File: src/rtl/ps2_autotyper.sv
// PS/2 keyboard emulator that types a fixed scan-code script after reset and on each start edge.
// Define PS2_AUTOTYPER_BREAK_EN to follow every make code with F0 + make (key release).
module ps2_autotyper #(
    parameter int           CLK_MHZ        = 25,
    parameter int           PS2_KHZ        = 12,
    parameter int           SCRIPT_LEN     = 5,
    parameter logic [255:0] SCRIPT         = 256'h5A5A5A2132,
    parameter int           STARTUP_HALVES = 2400,
    parameter int           GAP_HALVES     = 24,
    parameter int           AUTO_START     = 1
) (
    input  logic       clk,
    input  logic       n_reset,
    input  logic       start,
    output logic       ps2clk,
    output logic       ps2data,
    output logic       busy,
    output logic       done,
    output logic [7:0] byte_count
);

    localparam int          HALF         = (CLK_MHZ * 1000) / (2 * PS2_KHZ);
    localparam logic [15:0] HALF_LAST    = 16'(HALF - 1);
    localparam logic [15:0] STARTUP_LAST = 16'(STARTUP_HALVES - 1);
    localparam logic [15:0] GAP_LAST     = 16'(GAP_HALVES - 1);
    localparam logic [4:0]  IDX_LAST     = 5'(SCRIPT_LEN - 1);
`ifdef PS2_AUTOTYPER_BREAK_EN
    localparam logic [1:0]  SUB_LAST     = 2'd2;
`else
    localparam logic [1:0]  SUB_LAST     = 2'd0;
`endif

    typedef enum logic [2:0] {
        S_IDLE, S_STARTUP, S_LOAD, S_BIT_HI, S_BIT_LO, S_GAP, S_FINISH
    } state_t;

    state_t      state_q, state_d;
    logic [15:0] hcnt_q, hcnt_d;
    logic [15:0] halves_q, halves_d;
    logic [3:0]  bitn_q, bitn_d;
    logic [4:0]  idx_q, idx_d;
    logic [1:0]  sub_q, sub_d;
    logic [7:0]  cnt_q, cnt_d;
    logic        done_q, done_d;
    logic        auto_q, auto_d;
    logic        start_q;
    logic [10:0] frame_q;
    logic        load_en, shift_en;
    logic        half_end, start_rise;
    logic [7:0]  byte_sel;

    assign half_end   = (hcnt_q == HALF_LAST);
    assign start_rise = start & ~start_q;

    // sub_q selects make / F0 / make within one script entry when releases are enabled
`ifdef PS2_AUTOTYPER_BREAK_EN
    assign byte_sel = (sub_q == 2'd1) ? 8'hF0 : SCRIPT[{idx_q, 3'b000} +: 8];
`else
    assign byte_sel = SCRIPT[{idx_q, 3'b000} +: 8];
`endif

    always_comb begin
        state_d  = state_q;
        hcnt_d   = 16'd0;
        halves_d = halves_q;
        bitn_d   = bitn_q;
        idx_d    = idx_q;
        sub_d    = sub_q;
        cnt_d    = cnt_q;
        done_d   = done_q;
        auto_d   = auto_q;
        load_en  = 1'b0;
        shift_en = 1'b0;

        if (state_q inside {S_STARTUP, S_BIT_HI, S_BIT_LO, S_GAP})
            hcnt_d = half_end ? 16'd0 : hcnt_q + 16'd1;

        case (state_q)
            S_IDLE: begin
                idx_d    = 5'd0;
                sub_d    = 2'd0;
                halves_d = 16'd0;
                if (auto_q) begin
                    auto_d  = 1'b0;
                    state_d = S_STARTUP;
                end else if (start_rise) begin
                    done_d  = 1'b0;
                    cnt_d   = 8'd0;
                    state_d = S_LOAD;
                end
            end
            S_STARTUP: begin
                if (half_end) begin
                    if (halves_q == STARTUP_LAST) begin
                        halves_d = 16'd0;
                        state_d  = S_LOAD;
                    end else begin
                        halves_d = halves_q + 16'd1;
                    end
                end
            end
            S_LOAD: begin
                load_en = 1'b1;
                bitn_d  = 4'd0;
                state_d = S_BIT_HI;
            end
            S_BIT_HI: begin
                if (half_end) state_d = S_BIT_LO;
            end
            S_BIT_LO: begin
                if (half_end) begin
                    if (bitn_q != 4'd10) begin
                        bitn_d   = bitn_q + 4'd1;
                        shift_en = 1'b1;
                        state_d  = S_BIT_HI;
                    end else begin
                        cnt_d   = (cnt_q == 8'hFF) ? cnt_q : cnt_q + 8'd1;
                        state_d = S_GAP;
                    end
                end
            end
            S_GAP: begin
                if (half_end) begin
                    if (halves_q == GAP_LAST) begin
                        halves_d = 16'd0;
                        if (sub_q != SUB_LAST) begin
                            sub_d   = sub_q + 2'd1;
                            state_d = S_LOAD;
                        end else if (idx_q == IDX_LAST) begin
                            done_d  = 1'b1;
                            state_d = S_FINISH;
                        end else begin
                            sub_d   = 2'd0;
                            idx_d   = idx_q + 5'd1;
                            state_d = S_LOAD;
                        end
                    end else begin
                        halves_d = halves_q + 16'd1;
                    end
                end
            end
            S_FINISH: state_d = S_IDLE;
            default:  state_d = S_IDLE;
        endcase
    end

    always_ff @(posedge clk or negedge n_reset) begin
        if (!n_reset) begin
            state_q  <= S_IDLE;
            hcnt_q   <= 16'd0;
            halves_q <= 16'd0;
            bitn_q   <= 4'd0;
            idx_q    <= 5'd0;
            sub_q    <= 2'd0;
            cnt_q    <= 8'd0;
            done_q   <= 1'b0;
            auto_q   <= (AUTO_START != 0);
            start_q  <= 1'b0;
        end else begin
            state_q  <= state_d;
            hcnt_q   <= hcnt_d;
            halves_q <= halves_d;
            bitn_q   <= bitn_d;
            idx_q    <= idx_d;
            sub_q    <= sub_d;
            cnt_q    <= cnt_d;
            done_q   <= done_d;
            auto_q   <= auto_d;
            start_q  <= start;
        end
    end

    // Frame is {stop, odd parity, data, start}, shifted out LSB first; only observed in bit states
    always_ff @(posedge clk) begin
        if (load_en)
            frame_q <= {1'b1, ~^byte_sel, byte_sel, 1'b0};
        else if (shift_en)
            frame_q <= {1'b1, frame_q[10:1]};
    end

    assign ps2clk     = (state_q != S_BIT_LO);
    assign ps2data    = (state_q inside {S_BIT_HI, S_BIT_LO}) ? frame_q[0] : 1'b1;
    assign busy       = state_q inside {S_STARTUP, S_LOAD, S_BIT_HI, S_BIT_LO, S_GAP};
    assign done       = done_q;
    assign byte_count = cnt_q;

endmodule

File: config.mk
export PLATFORM = sky130hd
export DESIGN_NAME = ps2_autotyper
export DESIGN_NICKNAME = d
export VERILOG_FILES = /design/src/rtl/ps2_autotyper.sv
export SDC_FILE = /design/constraint.sdc
export NUM_CORES = 1
export LEC_CHECK = 0
export CORE_MARGIN = 5
export CORE_UTILIZATION = 45
export DETAILED_ROUTE_END_ITERATION = 10
export PLACE_DENSITY = 0.7
export SLEW_MARGIN = 15
export SYNTH_ARGS = -nofsm -noshare
export SYNTH_HDL_FRONTEND = slang
export SYNTH_SLANG_ARGS = --single-unit
File: constraint.sdc
create_clock -name clk -period 2.3 [get_ports clk]
set_clock_uncertainty 0.05 [all_clocks]
set_input_delay 0.69 -clock clk [delete_from_list [all_inputs] [get_ports clk]]
set_output_delay 0.69 -clock clk [all_outputs]
set_load 0.02 [all_outputs]
Word level (Yosys, flattened, before mapping):

Cells that the tools add are included.
Widths: inputs -> output; s select.

* flip-flop bits (word level): 67
* input port bits: 3
* output and inout port bits: 12
* word-level logic and storage cells: 119

* add/subtract/negate cells: 6
* equal/unequal tests: 28
* shift-type cells: 1
* multiplexer cells: 52
* bitwise operators: 2
* reduce and logical (&&, ||, !) cells: 18

Operator list (count)
* $shiftx 256x9->8 const A: 1
* $mux 16: 6
* $pmux 16 s3: 1
* $mux 8: 5
* $mux 3: 11
* $add 16x1->16 const B: 2
* $mux 10: 2
* $mux 5: 4
* $ne 2x2->1 const B: 10
* $pmux 3 s6: 1
* $eq 16x11->1 const B: 1
* $eq 16x12->1 const B: 1
* $eq 16x5->1 const B: 1
* $pmux 8 s2: 1
* $reduce_and 7->1: 2
* $reduce_bool 2->1: 6
* $mux 1: 11
* $pmux 5 s2: 1
* $ne 3x3->1 const B: 3
* $add 8x1->8 const B: 1
* $eq 8x8->1 const B: 1
* $mux 2: 4
* $mux 4: 2
* $ne 2x1->1 const B: 4
* 22 further kinds: 25

Logic depth before layout (Yosys ltp):

Gate-level depths: netlist of run 1.

* word-level depth: 6
* mapped depth: 10
* gate-level depth less buffers: 7

Least setup slack after synthesis of run 1:

No wires, ideal clock.

* path kind: register to register
* from: register state_q[1]
* to: register frame_q[1] (enable)
* setup time: 0.334 ns
* arrival: 1.781 ns
* data required time: 1.916 ns
* slack: 0.134 ns
* stages on the path, launching flop included: 7
* path buffers: 1
* period minus slack after synthesis: 2.166 ns
* cells stage by stage: dfrtp_1 buf_2 nor3b_2 inv_2 a31oi_1 nand2_1 nand2_1

* word-level cells in the longest chain between the ends: 3
* elaborated cells between the ends (all ways): 5
* classes of those cells: eq/ne: 2; mux: 2; reduce/logical: 1

Ends and longest elaborated chain
* start, declared: line 37 `state_t state_q, state_d;`
* start signal, assigned: line 160 `state_q <= state_d;`
* $eq 3x2->1 / $eq 3x3->1 (equally long branches): line 78 `case (state_q)`
* $mux 1: line 78
* $reduce_bool 2->1 (no line) *
* end signal, assigned: line 176 `frame_q <= {1'b1, ~^byte_sel, byte_sel, 1'b0};`
* end signal, assigned: line 178 `frame_q <= {1'b1, frame_q[10:1]};`
* end, declared: line 47 `logic [10:0] frame_q;`

Mark *: on every way between the ends. The rest lies on a longest branch, timed or not.
A chain may end at the register's enable or synchronous reset.

Worst setup path in the final report of run 1:

* from: register hcnt_q[1]
* to: register done_q (netlist: done)

* word-level cells in the longest chain between the ends: 3

Ends and longest elaborated chain
* start, declared: line 38 `logic [15:0] hcnt_q, hcnt_d;`
* start signal, assigned: line 161 `hcnt_q <= hcnt_d;`
* $eq 16x11->1: line 52 `assign half_end = (hcnt_q == HALF_LAST);`
* $ne 2x2->1 (no line)
* $reduce_and 7->1 (no line)
* end signal, assigned: line 167 `done_q <= done_d;`
* end, declared: line 44 `logic done_q, done_d;`

No other way between the ends.

==> results of run 1 <==
==> sequential cells by signal, indices dropped and copies added, names as in the netlist, 2 cells and up <==
name / cells
bitn_q: 4
byte_count: 8
frame_q: 10
halves_q: 16
hcnt_q: 16
idx_q: 5
state_q: 3
sub_q: 2
==> where the power goes <==
group	internal [mW]	switching, mW	total (mW)
sequential	1.20	0.000273	1.20
combinational	0.00653	0.0219	0.0284
clock	0.601	0.448	1.05
==> layout by cell type (no fill, tap or decap), drive strengths merged, types with 3 or more instances in the layout <==
cell and instances:
a211o 3, a21o 12, a21oi 6, a22o 8
and2 3, and3 13, and4 5, buf 30
clkbuf 13, clkdlybuf4s50 10, clkinv 3, dfrtp 56
edfxtp 9, ha 11, inv 14, mux2i 8
nand2 29, nand2b 3, nand3 21, nand3b 3
nand4 9, nor2 44, nor2b 5, nor3 16
nor3b 3, nor4 5, nor4b 3, o21ai 30
o22a 5, or2 4, xnor2 9, xor2 8
==> logic make-up (layout without fill, tap and decap cells) <==
logic type | Yosys count | count (layout) | synth area share, %
and+or+nand+nor | 172 | 172 | 24.5
AOI/OAI and AO/OA | 85 | 85 | 16.0
DFF | 67 | 67 | 46.0
buffers and inverters | 28 | 73 | 3.38
xor gates and xnor gates | 17 | 17 | 3.99
adders and majority gates | 11 | 11 | 3.68
muxes | 9 | 9 | 2.44
==> metrics by stage <==
stage	setup WS, ns	power (mW)	utilization, %
2_1_floorplan	0.134	1.22	-
3_3_place_gp	-0.0531	1.25	50.8
3_5_place_dp	-0.0937	1.25	50.8
4_1_cts	0.0120	2.31	53.6
5_1_grt	0.0172	2.36	53.8
6_report	0.107	2.28	53.8
==> cell type report <==
type	instances	area, um^2
clock inverter	6	80.1
timing repair buffer	43	350
sequential	67	1720
multi-input combinational	294	1910
tap	105	131
inverter	14	52.6
fill	731	3760
clock buffer	10	128
==> what timing repair did <==
item / in CTS / in global routing
resized for setup: 5 / 12
pin swaps: 1 / 1
setup endpoints to repair: 3 / 20
endpoints found under the hold margin: 0 / 0
setup buffers: 3 / 1
cloned: 0 / 0
==> metal layers <==
| layer | GRT usage (%) | up-vias |
|---|---|---|
| li1 | - | 1497 |
| met3 | 4.64 | 10 |
| met4 | 4.70 | 0 |
| met2 | 26.3 | 42 |
| met5 | 0 | - |
| met1 | 21.9 | 1447 |
==> how the worst min path moves through the flow <==
| stage | startpoint | to | slack (ns) | cells after the start |
|---|---|---|---|---|
| floorplan | n_reset | bitn_q[0] | 0.34 | 0 |
| global placement | frame_q[1] | frame_q[0] | 0.38 | 2 |
| detailed placement | frame_q[1] | frame_q[0] | 0.40 | 2 |
| CTS | n_reset | bitn_q[1] | 0.29 | 2 |
| global route | n_reset | bitn_q[1] | 0.32 | 2 |
| finish | n_reset | idx_q[2] | 0.28 | 2 |
==> critical path, delay by kind of cell, from the launching register on <==
| kind | cells | cell delay (ns) |
|---|---|---|
| flops | 1 | 0.40 |
| fa+ha+maj | 1 | 0.14 |
| simple gates | 3 | 0.80 |
| buf+inv | 2 | 0.25 |
| compound gates | 1 | 0.11 |
| mux | 1 | 0.34 |
==> out/metrics.json, run 1 <==
{
  "synth_ff_type": {"value": "dfrtp_1"},
  "ys_seq_elements": {"value": 67},
  "power_density": {"value": 520, "unit": "nW/um^2"},
  "synthTopCellsByCount": {"value": "dfrtp_1, nor2_1, nand2_1"},
  "achievable-frequency": {"value": 456, "unit": "MHz"},
  "route.met3.wl": {"value": 304, "unit": "um"},
  "dr.pass1.iters": {"value": 4},
  "leading_cell_types_by_total_area_after_synthesis": {"value": "dfrtp_1, edfxtp_1, nor2_1, ha_1, nand2_1"},
  "die_height": {"value": 101, "unit": "um"},
  "cts.root.buffer_cell": {"value": "clkbuf_8"},
  "dpl-instance-area": {"value": 4130, "unit": "um^2"},
  "cts-htree-levels": {"value": 3},
  "avgSynthCellArea": {"value": 9.60, "unit": "um^2"},
  "drt_drc_violations_left": {"value": 0},
  "grt_util_all_layers": {"value": 16.4, "unit": "%"},
  "finalCriticalPeriod": {"value": 2.19, "unit": "ns"},
  "timing.hold.ws": {"value": 0.276, "unit": "ns"},
  "slew_at_the_pin_closest_to_its_max_slew_limit": {"value": 0.483, "unit": "ns"},
  "initial_core_util": {"value": 45.9, "unit": "%"},
  "critPathLaunchType": {"value": "flip-flop"},
  "highest-signal-layer": {"value": "met4"},
  "post-dp-hpwl": {"value": 5270, "unit": "um"},
  "finalHoldViolCount": {"value": 0},
  "drt-met1-wl": {"value": 3660, "unit": "um"},
  "grt_max_degree": {"value": 58},
  "synth_top_cell_area_share": {"value": 37.5, "unit": "%"},
  "maxCapViolations": {"value": 0},
  "globalRouteOverflowTotal": {"value": 0},
  "final_area": {"value": 4370, "unit": "um^2"},
  "drive_above_1_share": {"value": 16.1, "unit": "%"},
  "finalWirelength": {"value": 7750, "unit": "um"},
  "critical_path_peak_fanout": {"value": 10},
  "routed-via-count": {"value": 2996},
  "timing.critical_path.cells": {"value": "inv_1 -> ha_1 -> nor4b_2 -> and4_2 -> buf_4 -> a31oi_1 -> nor3_1 -> mux2_1"},
  "final_cell_count_without_fillers": {"value": 539},
  "fin_tns_setup": {"value": 0, "unit": "ns"},
  "worstSetupEndpoint": {"value": "done"},
  "clock-sinks": {"value": 67},
  "dr.first_iter.drc_count": {"value": 124},
  "postSynthCellCount": {"value": 389},
  "tritoncts": {"value": "built"},
  "slowest_stage_delay_on_critical_path": {"value": 0.40, "unit": "ns"},
  "final.period_utilization": {"value": 95.3, "unit": "%"},
  "yosys.cell_count.top_type": {"value": "dfrtp_1"},
  "drt-wirelength-per-cell": {"value": 14.4, "unit": "um"},
  "worstSetupStartpoint": {"value": "hcnt_q[1]"},
  "power_leakage": {"value": 1.98, "unit": "nW"},
  "ys_warn_count": {"value": 0},
  "crit_required": {"value": 2.48, "unit": "ns"},
  "clock_buffers_created_by_tritoncts": {"value": 9},
  "maxSlewViolCount": {"value": 0},
  "synth.net_count": {"value": 403},
  "synth-edff-count": {"value": 9},
  "clkLatencyLatePin": {"value": 0.35, "unit": "ns"},
  "postSynth.asyncResetShare": {"value": 85.1, "unit": "%"},
  "synthesized_cell_area": {"value": 3740, "unit": "um^2"},
  "fp.dieW": {"value": 101, "unit": "um"},
  "gp_congestion": {"value": 0.814},
  "ys_seq_area_share": {"value": 46.0, "unit": "%"},
  "maxSlewHeadroom": {"value": 67.5, "unit": "%"},
  "buffers_added_on_ports": {"value": 14},
  "first_pass_grt_wire_length": {"value": 13600, "unit": "um"},
  "core_area": {"value": 8130, "unit": "um^2"},
  "setup.worst_path.end_class": {"value": "flip-flop"},
  "holdCritPathClass": {"value": "input port to async pin"},
  "cts-root-to-sink-buffers": {"value": 2},
  "holdBufCountCts": {"value": 0},
  "area_of_the_die": {"value": 10200, "unit": "um^2"},
  "result_of_the_run": {"value": "finished clean"},
  "sum_of_met2_wire_segment_lengths_after_detailed_routing": {"value": 3710, "unit": "um"},
  "syn_to_final_growth": {"value": 17.0, "unit": "%"},
  "worst_setup_hold_path_clk_slew": {"value": 0.07, "unit": "ns"},
  "crit_type": {"value": "flip-flop to flip-flop"},
  "viasPerCell": {"value": 5.56},
  "critical-path-slowest-cell": {"value": "dfrtp_1"},
  "num_antenna_cells": {"value": 0},
  "r2r_cells": {"value": 8},
  "cell_row_count": {"value": 33},
  "yosysUniqueCellTypes": {"value": 62},
  "via_count_of_the_first_global_routing_pass": {"value": 2986},
  "initial_antenna_violation_count": {"value": 0},
  "antenna_violating_nets_post_route": {"value": 0},
  "setup_viol_count_final": {"value": 0},
  "post-synth-top-area-cell": {"value": "dfrtp_1"},
  "peakVddDrop": {"value": 0.000419, "unit": "V"},
  "placedCellCount": {"value": 519},
  "regToRegEndpoint": {"value": "done"},
  "timing.critical_path.arrival": {"value": 2.37, "unit": "ns"},
  "ios": {"value": 15},
  "nNetsFinal": {"value": 443},
  "reg2reg_slack": {"value": 0.11, "unit": "ns"},
  "setup_repair_after_global_routing_missed_its_margin": {"value": "no"},
  "regToRegStartpoint": {"value": "hcnt_q[1]"}
}
Note: power is estimated with default switching activity, not from simulation.
==> run 2: changes to the inputs <==
ABC_AREA = 1   (was unset)
GPL_TIMING_DRIVEN = 0   (was unset)
==> out/metrics.json, run 2 <==
{
  "result_of_the_run": {"value": "finished clean"},
  "setup.worst_path.end_class": {"value": "output pin"},
  "fin_tns_setup": {"value": 0, "unit": "ns", "change": "unchanged"},
  "via_count_of_the_first_global_routing_pass": {"value": 3824, "change": "+28%"},
  "setup_viol_count_final": {"value": 0, "change": "unchanged"},
  "grt_util_all_layers": {"value": 17.9, "unit": "%", "change": "+1.5 points"},
  "first_pass_grt_wire_length": {"value": 16800, "unit": "um", "change": "+24%"},
  "globalRouteOverflowTotal": {"value": 0, "change": "unchanged"},
  "postSynthCellCount": {"value": 597, "change": "+53%"},
  "post-synth-top-area-cell": {"value": "dfrtp_1"},
  "synth.net_count": {"value": 611, "change": "+52%"},
  "clock-sinks": {"value": 67, "change": "unchanged"},
  "nNetsFinal": {"value": 640, "change": "+44%"},
  "post-dp-hpwl": {"value": 6710, "unit": "um", "change": "+27%"},
  "antenna_violating_nets_post_route": {"value": 0, "change": "unchanged"},
  "dr.first_iter.drc_count": {"value": 179, "change": "+44%"},
  "ys_seq_elements": {"value": 67, "change": "unchanged"},
  "slowest_stage_delay_on_critical_path": {"value": 0.42, "unit": "ns", "change": "+0.02 ns"},
  "synth_top_cell_area_share": {"value": 33.1, "unit": "%", "change": "-4.4 points"},
  "timing.hold.ws": {"value": 0.354, "unit": "ns", "change": "+0.0779 ns"},
  "ios": {"value": 15, "change": "unchanged"},
  "peakVddDrop": {"value": 0.000289, "unit": "V", "change": "-31%"},
  "avgSynthCellArea": {"value": 7.09, "unit": "um^2", "change": "-26%"},
  "achievable-frequency": {"value": 441, "unit": "MHz", "change": "-3.2%"},
  "maxCapViolations": {"value": 0, "change": "unchanged"},
  "power_density": {"value": 482, "unit": "nW/um^2", "change": "-7.3%"},
  "initial_core_util": {"value": 46.1, "unit": "%", "change": "+0.12 points"},
  "fp.dieW": {"value": 107, "unit": "um", "change": "+5.8%"},
  "crit_required": {"value": 1.56, "unit": "ns", "change": "-0.92 ns"},
  "synth-edff-count": {"value": 9, "change": "unchanged"},
  "slew_at_the_pin_closest_to_its_max_slew_limit": {"value": 0.724, "unit": "ns", "change": "+0.240 ns"},
  "clkLatencyLatePin": {"value": 0.34, "unit": "ns", "change": "about the same"},
  "drive_above_1_share": {"value": 8.87, "unit": "%", "change": "-7.3 points"},
  "dpl-instance-area": {"value": 4510, "unit": "um^2", "change": "+9.3%"},
  "cts-htree-levels": {"value": 3, "change": "unchanged"},
  "final_area": {"value": 4760, "unit": "um^2", "change": "+8.8%"},
  "num_antenna_cells": {"value": 0, "change": "unchanged"},
  "timing.critical_path.cells": {"value": "buf_4 -> nor2_2 -> nand2_2 -> inv_2 -> a21oi_1 -> clkbuf_2"},
  "final.period_utilization": {"value": 98.5, "unit": "%", "change": "+3.2 points"},
  "crit_type": {"value": "flip-flop to output pin"},
  "critPathTopFamily": {"value": "buffers and inverters"},
  "gp_congestion": {"value": 0.904, "change": "+11%"},
  "layout_common_cells": {"value": "nand2_1, nor2_1, inv_1"},
  "buffers_added_on_ports": {"value": 14, "change": "unchanged"},
  "finalHoldViolCount": {"value": 0, "change": "unchanged"},
  "initial_antenna_violation_count": {"value": 0, "change": "unchanged"},
  "totalPowerFinal": {"value": 2.29, "unit": "mW", "change": "+0.79%"},
  "drt_drc_violations_left": {"value": 0, "change": "unchanged"},
  "yosysUniqueCellTypes": {"value": 38, "change": "-39%"},
  "finalCriticalPeriod": {"value": 2.27, "unit": "ns", "change": "+0.0732 ns"},
  "ys_seq_area_share": {"value": 40.6, "unit": "%", "change": "-5.4 points"},
  "cts-root-to-sink-buffers": {"value": 2, "change": "unchanged"},
  "tritoncts": {"value": "built"},
  "cts.root.buffer_cell": {"value": "clkbuf_8"},
  "critical_path_peak_fanout": {"value": 6, "change": "-4"},
  "leading_cell_types_by_total_area_after_synthesis": {"value": "dfrtp_1, nand2_1, nor2_1, nand3_1, edfxtp_1"},
  "layout_commonest_cell": {"value": "nand2_1"},
  "synthTopCellsByCount": {"value": "nand2_1, nor2_1, inv_1"},
  "routed-via-count": {"value": 3819, "change": "+27%"},
  "grt_max_degree": {"value": 58, "change": "unchanged"},
  "critPathLaunchType": {"value": "flip-flop"},
  "die_height": {"value": 107, "unit": "um", "change": "+5.8%"},
  "power_leakage": {"value": 2.27, "unit": "nW", "change": "+15%"},
  "maxSlewHeadroom": {"value": 51.7, "unit": "%", "change": "-16 points"},
  "ys_warn_count": {"value": 0, "change": "unchanged"},
  "core_area": {"value": 9200, "unit": "um^2", "change": "+13%"},
  "timing.critical_path.arrival": {"value": 1.53, "unit": "ns", "change": "-0.84 ns"},
  "yosys.cell_count.top_type": {"value": "nand2_1"},
  "holdBufCountCts": {"value": 0, "change": "unchanged"},
  "synthesized_cell_area": {"value": 4240, "unit": "um^2", "change": "+13%"},
  "holdCritPathClass": {"value": "input port to async pin"},
  "finalWirelength": {"value": 9500, "unit": "um", "change": "+23%"},
  "maxSlewViolCount": {"value": 0, "change": "unchanged"},
  "post-route-util": {"value": 51.7, "unit": "%", "change": "-2.0 points"},
  "critical-path-slowest-cell": {"value": "dfrtp_2"},
  "viasPerCell": {"value": 5.15, "change": "-7.4%"},
  "syn_to_final_growth": {"value": 12.3, "unit": "%"},
  "postSynth.asyncResetShare": {"value": 85.1, "unit": "%", "change": "unchanged"},
  "area_of_the_die": {"value": 11500, "unit": "um^2", "change": "+12%"},
  "dr.pass1.iters": {"value": 4, "change": "unchanged"},
  "cp.buffers_inverters": {"value": 3, "change": "+1"},
  "clock_buffers_created_by_tritoncts": {"value": 9, "change": "unchanged"},
  "drt-wirelength-per-cell": {"value": 12.8, "unit": "um", "change": "-11%"},
  "worst_setup_hold_path_clk_slew": {"value": 0.07, "unit": "ns", "change": "about the same"},
  "cell_row_count": {"value": 35, "change": "+6.1%"},
  "largest_registers": {"value": "halves_q: 16 flops, hcnt_q: 16 flops, frame_q: 10 flops"},
  "synth_ff_type": {"value": "dfrtp_1"}
}
run 2: cell types whose count changed after synthesis, moves of 6 or more:
cell	before	now
nand2_1	29	176
inv_1	13	70
nor2_1	44	94
nand3_1	21	57
and3_1	13	0
a21o_1	12	0
o21ai_1	15	4
mux2i_1	8	0
a22o_1	8	2
o211ai_1	1	7
run 2: what timing repair did:
action,4_1_cts,5_1_grt
buffers inserted,0,4
endpoints found under the setup margin,3,3
gates resized for setup,7,9
endpoints found under the hold margin,0,0
pin swaps,0,0
run 2: through the flow:
stage	cells	setup WS, ns
floorplan	597	0.500
global placement	722	-1.45
detailed placement	722	-0.0557
CTS	738	-0.0883
global route	742	-0.0311
finish	742	0.0343
run 2: kinds of logic (layout without fill, tap and decap cells):
logic type / Yosys count / count (layout) / share of synthesized area (%)
and+or+nand+nor: 373 / 373 / 37.9
AOI/OAI and AO/OA: 47 / 47 / 7.03
xor gates and xnor gates: 15 / 15 / 3.10
adders and majority gates: 11 / 11 / 3.25
DFF: 67 / 67 / 40.6
buffers and inverters: 84 / 118 / 8.12
run 2: metal layers:
metal	GRT usage, %	up-vias	wire length [um]
li1	-	1968	-
met1	22.4	1793	4480
met2	30.4	44	4670
met3	3.07	14	206
met4	7.76	0	141
met5	0	-	0
run 2: final timing paths:
kind | start | end | slack (ns) | cells after the start
setup / recovery | state_q[0] | busy | 0.03 | 6
min in group clk | hcnt_q[0] | hcnt_q[0] | 0.41 | 1
hold / removal | n_reset | hcnt_q[7] | 0.35 | 1
max in group asynchronous | n_reset | state_q[0] | 1.32 | 1
setup reg to reg | halves_q[0] | state_q[0] | 0.21 | 12
hold reg to reg | hcnt_q[0] | hcnt_q[0] | 0.41 | 1
run 2: power by group:
group	switching, mW	internal [mW]
logic	0.0205	0.00305
registers	0.000340	1.20
clock network	0.465	0.608
run 2: final cells by class:
cell class	instances	area (um^2)
Multi-Input combinational cell	446	2180
Timing Repair Buffer	18	156
Inverter	75	282
Clock inverter	5	77.6
Fill cell	891	4440
Tap cell	111	139
Sequential cell	67	1720
Buffer	9	66.3
Clock buffer	11	131
==> run 3: changes to the inputs <==
CELL_PAD_IN_SITES_DETAIL_PLACEMENT = 1   (was unset)
CELL_PAD_IN_SITES_GLOBAL_PLACEMENT = 1   (was unset)
CTS_CLUSTER_SIZE = 10   (was unset)
PLACE_DENSITY = 0.88   (was 0.7)
==> out/metrics.json, run 3 (synthesized netlist as in run 2, its figures left out) <==
{
  "finalCriticalPeriod": {"value": 2.20, "unit": "ns", "change": "-0.0649 ns"},
  "regToRegEndpoint": {"value": "state_q[2]"},
  "setup_repair_after_global_routing_missed_its_margin": {"value": "no"},
  "drive_above_1_share": {"value": 9.22, "unit": "%", "change": "+0.35 points"},
  "critPathTopFamily": {"value": "buffers and inverters"},
  "fp.dieW": {"value": 107, "unit": "um", "change": "unchanged"},
  "clock-sinks": {"value": 67, "change": "unchanged"},
  "critical-path-slowest-cell": {"value": "clkdlybuf4s50_1"},
  "global_route.usage.met1": {"value": 26.6, "unit": "%", "change": "+4.2 points"},
  "dr.pass1.iters": {"value": 4, "change": "unchanged"},
  "fin_tns_setup": {"value": 0, "unit": "ns", "change": "unchanged"},
  "drt-wirelength-per-cell": {"value": 15.7, "unit": "um", "change": "+22%"},
  "layout_common_cells": {"value": "nand2_1, nor2_1, inv_1"},
  "grt_max_degree": {"value": 58, "change": "unchanged"},
  "via_count_of_the_first_global_routing_pass": {"value": 4271, "change": "+12%"},
  "final_cell_count_without_fillers": {"value": 740, "change": "-0.27%"},
  "crit_required": {"value": 1.56, "unit": "ns", "change": "about the same"},
  "num_antenna_cells": {"value": 0, "change": "unchanged"},
  "ios": {"value": 15, "change": "unchanged"},
  "viasPerCell": {"value": 5.42, "change": "+5.2%"},
  "slowest_stage_delay_on_critical_path": {"value": 0.65, "unit": "ns", "change": "+0.23 ns"},
  "post-dp-hpwl": {"value": 8240, "unit": "um", "change": "+23%"},
  "grt_util_all_layers": {"value": 21.7, "unit": "%", "change": "+3.7 points"},
  "timing.critical_path.cells": {"value": "clkdlybuf4s50_1"},
  "critPathLaunchType": {"value": "flip-flop"},
  "clock_buffers_created_by_tritoncts": {"value": 9, "change": "unchanged"},
  "maxSlewHeadroom": {"value": 49.8, "unit": "%", "change": "-2.0 points"},
  "post-route-util": {"value": 51.9, "unit": "%", "change": "+0.20 points"},
  "slew_at_the_pin_closest_to_its_max_slew_limit": {"value": 0.754, "unit": "ns", "change": "+0.0299 ns"},
  "multi_input_area": {"value": 2190, "unit": "um^2", "change": "+0.23%"},
  "drt_drc_violations_left": {"value": 0, "change": "unchanged"},
  "core_area": {"value": 9200, "unit": "um^2", "change": "unchanged"},
  "power_leakage": {"value": 2.27, "unit": "nW", "change": "about the same"},
  "peakVddDrop": {"value": 0.000427, "unit": "V", "change": "+47%"},
  "setup.worst_path.end_class": {"value": "output pin"},
  "holdCritPathClass": {"value": "input port to async pin"},
  "initial_core_util": {"value": 46.1, "unit": "%", "change": "unchanged"},
  "globalRouteOverflowTotal": {"value": 0, "change": "unchanged"},
  "cts.root.buffer_cell": {"value": "clkbuf_8"},
  "grt.busiest_layer": {"value": "met2"},
  "die_height": {"value": 107, "unit": "um", "change": "unchanged"},
  "r2r_cells": {"value": 12, "change": "unchanged"},
  "reg2reg_slack": {"value": 0.24, "unit": "ns", "change": "+0.03 ns"},
  "result_of_the_run": {"value": "finished clean"},
  "worst_setup_hold_path_clk_slew": {"value": 0.08, "unit": "ns", "change": "about the same"},
  "critical_path_peak_fanout": {"value": 7, "change": "+1"},
  "achievable-frequency": {"value": 454, "unit": "MHz", "change": "+2.9%"},
  "final.period_utilization": {"value": 95.7, "unit": "%", "change": "-2.8 points"},
  "cp.buffers_inverters": {"value": 1, "change": "-2"},
  "maxCapViolations": {"value": 0, "change": "unchanged"},
  "antenna_violating_nets_post_route": {"value": 0, "change": "unchanged"},
  "clkLatencyLatePin": {"value": 0.35, "unit": "ns", "change": "about the same"},
  "final-seq-area": {"value": 1720, "unit": "um^2", "change": "about the same"},
  "tritoncts": {"value": "built"},
  "dr.first_iter.drc_count": {"value": 99, "change": "-45%"},
  "maxSlewViolCount": {"value": 0, "change": "unchanged"},
  "routed-via-count": {"value": 4008, "change": "+4.9%"},
  "buffers_added_on_ports": {"value": 14, "change": "unchanged"},
  "syn_to_final_growth": {"value": 12.8, "unit": "%"},
  "totalPowerFinal": {"value": 2.43, "unit": "mW", "change": "+5.9%"},
  "regToRegStartpoint": {"value": "halves_q[0]"},
  "fillCellCount": {"value": 1190, "change": "+34%"},
  "power_density": {"value": 509, "unit": "nW/um^2", "change": "+5.5%"},
  "cts-htree-levels": {"value": 3, "change": "unchanged"},
  "crit_type": {"value": "flip-flop to output pin"},
  "gp_congestion": {"value": 0.840, "change": "-7.0%"},
  "finalHoldViolCount": {"value": 0, "change": "unchanged"},
  "finalWirelength": {"value": 11600, "unit": "um", "change": "+22%"},
  "layout_commonest_cell": {"value": "nand2_1"},
  "largest_registers": {"value": "halves_q: 16 flops, hcnt_q: 16 flops, frame_q: 10 flops"},
  "cts-root-to-sink-buffers": {"value": 2, "change": "unchanged"},
  "grtUsageMet2": {"value": 38.3, "unit": "%", "change": "+7.9 points"},
  "initial_antenna_violation_count": {"value": 0, "change": "unchanged"},
  "area_of_the_die": {"value": 11500, "unit": "um^2", "change": "unchanged"},
  "timing.critical_path.arrival": {"value": 1.46, "unit": "ns", "change": "-0.07 ns"},
  "first_pass_grt_wire_length": {"value": 20100, "unit": "um", "change": "+19%"},
  "placedCellCount": {"value": 722, "change": "unchanged"},
  "setup_viol_count_final": {"value": 0, "change": "unchanged"},
  "nNetsFinal": {"value": 638, "change": "-0.31%"},
  "cell_row_count": {"value": 35, "change": "unchanged"},
  "groute.layer.met3.usage": {"value": 4.15, "unit": "%", "change": "+1.1 points"}
}
==> run 3: metal layers <==
metal  share of wire, %  wire length [um]
met5                  0                 0
met4                1.2               140
met3                3.2               372
met2                 51              5900
met1                 45              5190
==> run 3: worst max path at each step <==
stage | start | to | slack, ns | depth (start not counted)
after floorplan | hcnt_q[0] | frame_q[1] | 0.50 | 8
after global placement | n_reset | idx_q[1] | -1.48 | 1
after detailed placement | state_q[2] | busy | -0.1 | 5
after CTS | state_q[2] | ps2data | -0.03 | 5
after global routing | state_q[2] | busy | 0.02 | 5
final | byte_count[5] | byte_count[5] | 0.1 | 1
==> run 3: area by class of cell <==
| type | instances | area share, % |
|---|---|---|
| clock buffer | 9 | 2.59 |
| multi-input combinational | 446 | 45.8 |
| timing repair buffer | 16 | 2.96 |
| inverter | 75 | 5.89 |
| tap | 111 | 2.91 |
| sequential | 67 | 36.0 |
| clock inverter | 7 | 2.41 |
| buffer | 9 | 1.39 |
==> run 3: metrics by stage <==
step           area [um^2]  hold WS [ns]  setup WS (ns)
2_1_floorplan         4240         0.344          0.500
3_3_place_gp          4510         0.394          -1.48
3_5_place_dp          4510         0.403        -0.0978
4_1_cts               4780         0.379        -0.0266
5_1_grt               4780         0.417         0.0159
6_report              4780         0.349         0.0991
==> run 3: repair_timing <==
action	CTS	global route
pin swaps	0	0
hold buffers	0	0
gates resized for setup	13	6
endpoints found under the setup margin	3	16
setup buffers	2	0
==> run 3: where the power goes <==
part	leakage (nW)	switching (mW)	internal, mW	total, mW
clock	0.117	0.490	0.718	1.21
combinational	1.30	0.0216	0.00305	0.0246
sequential	0.853	0.000394	1.20	1.20
total	2.27	0.512	1.92	2.43
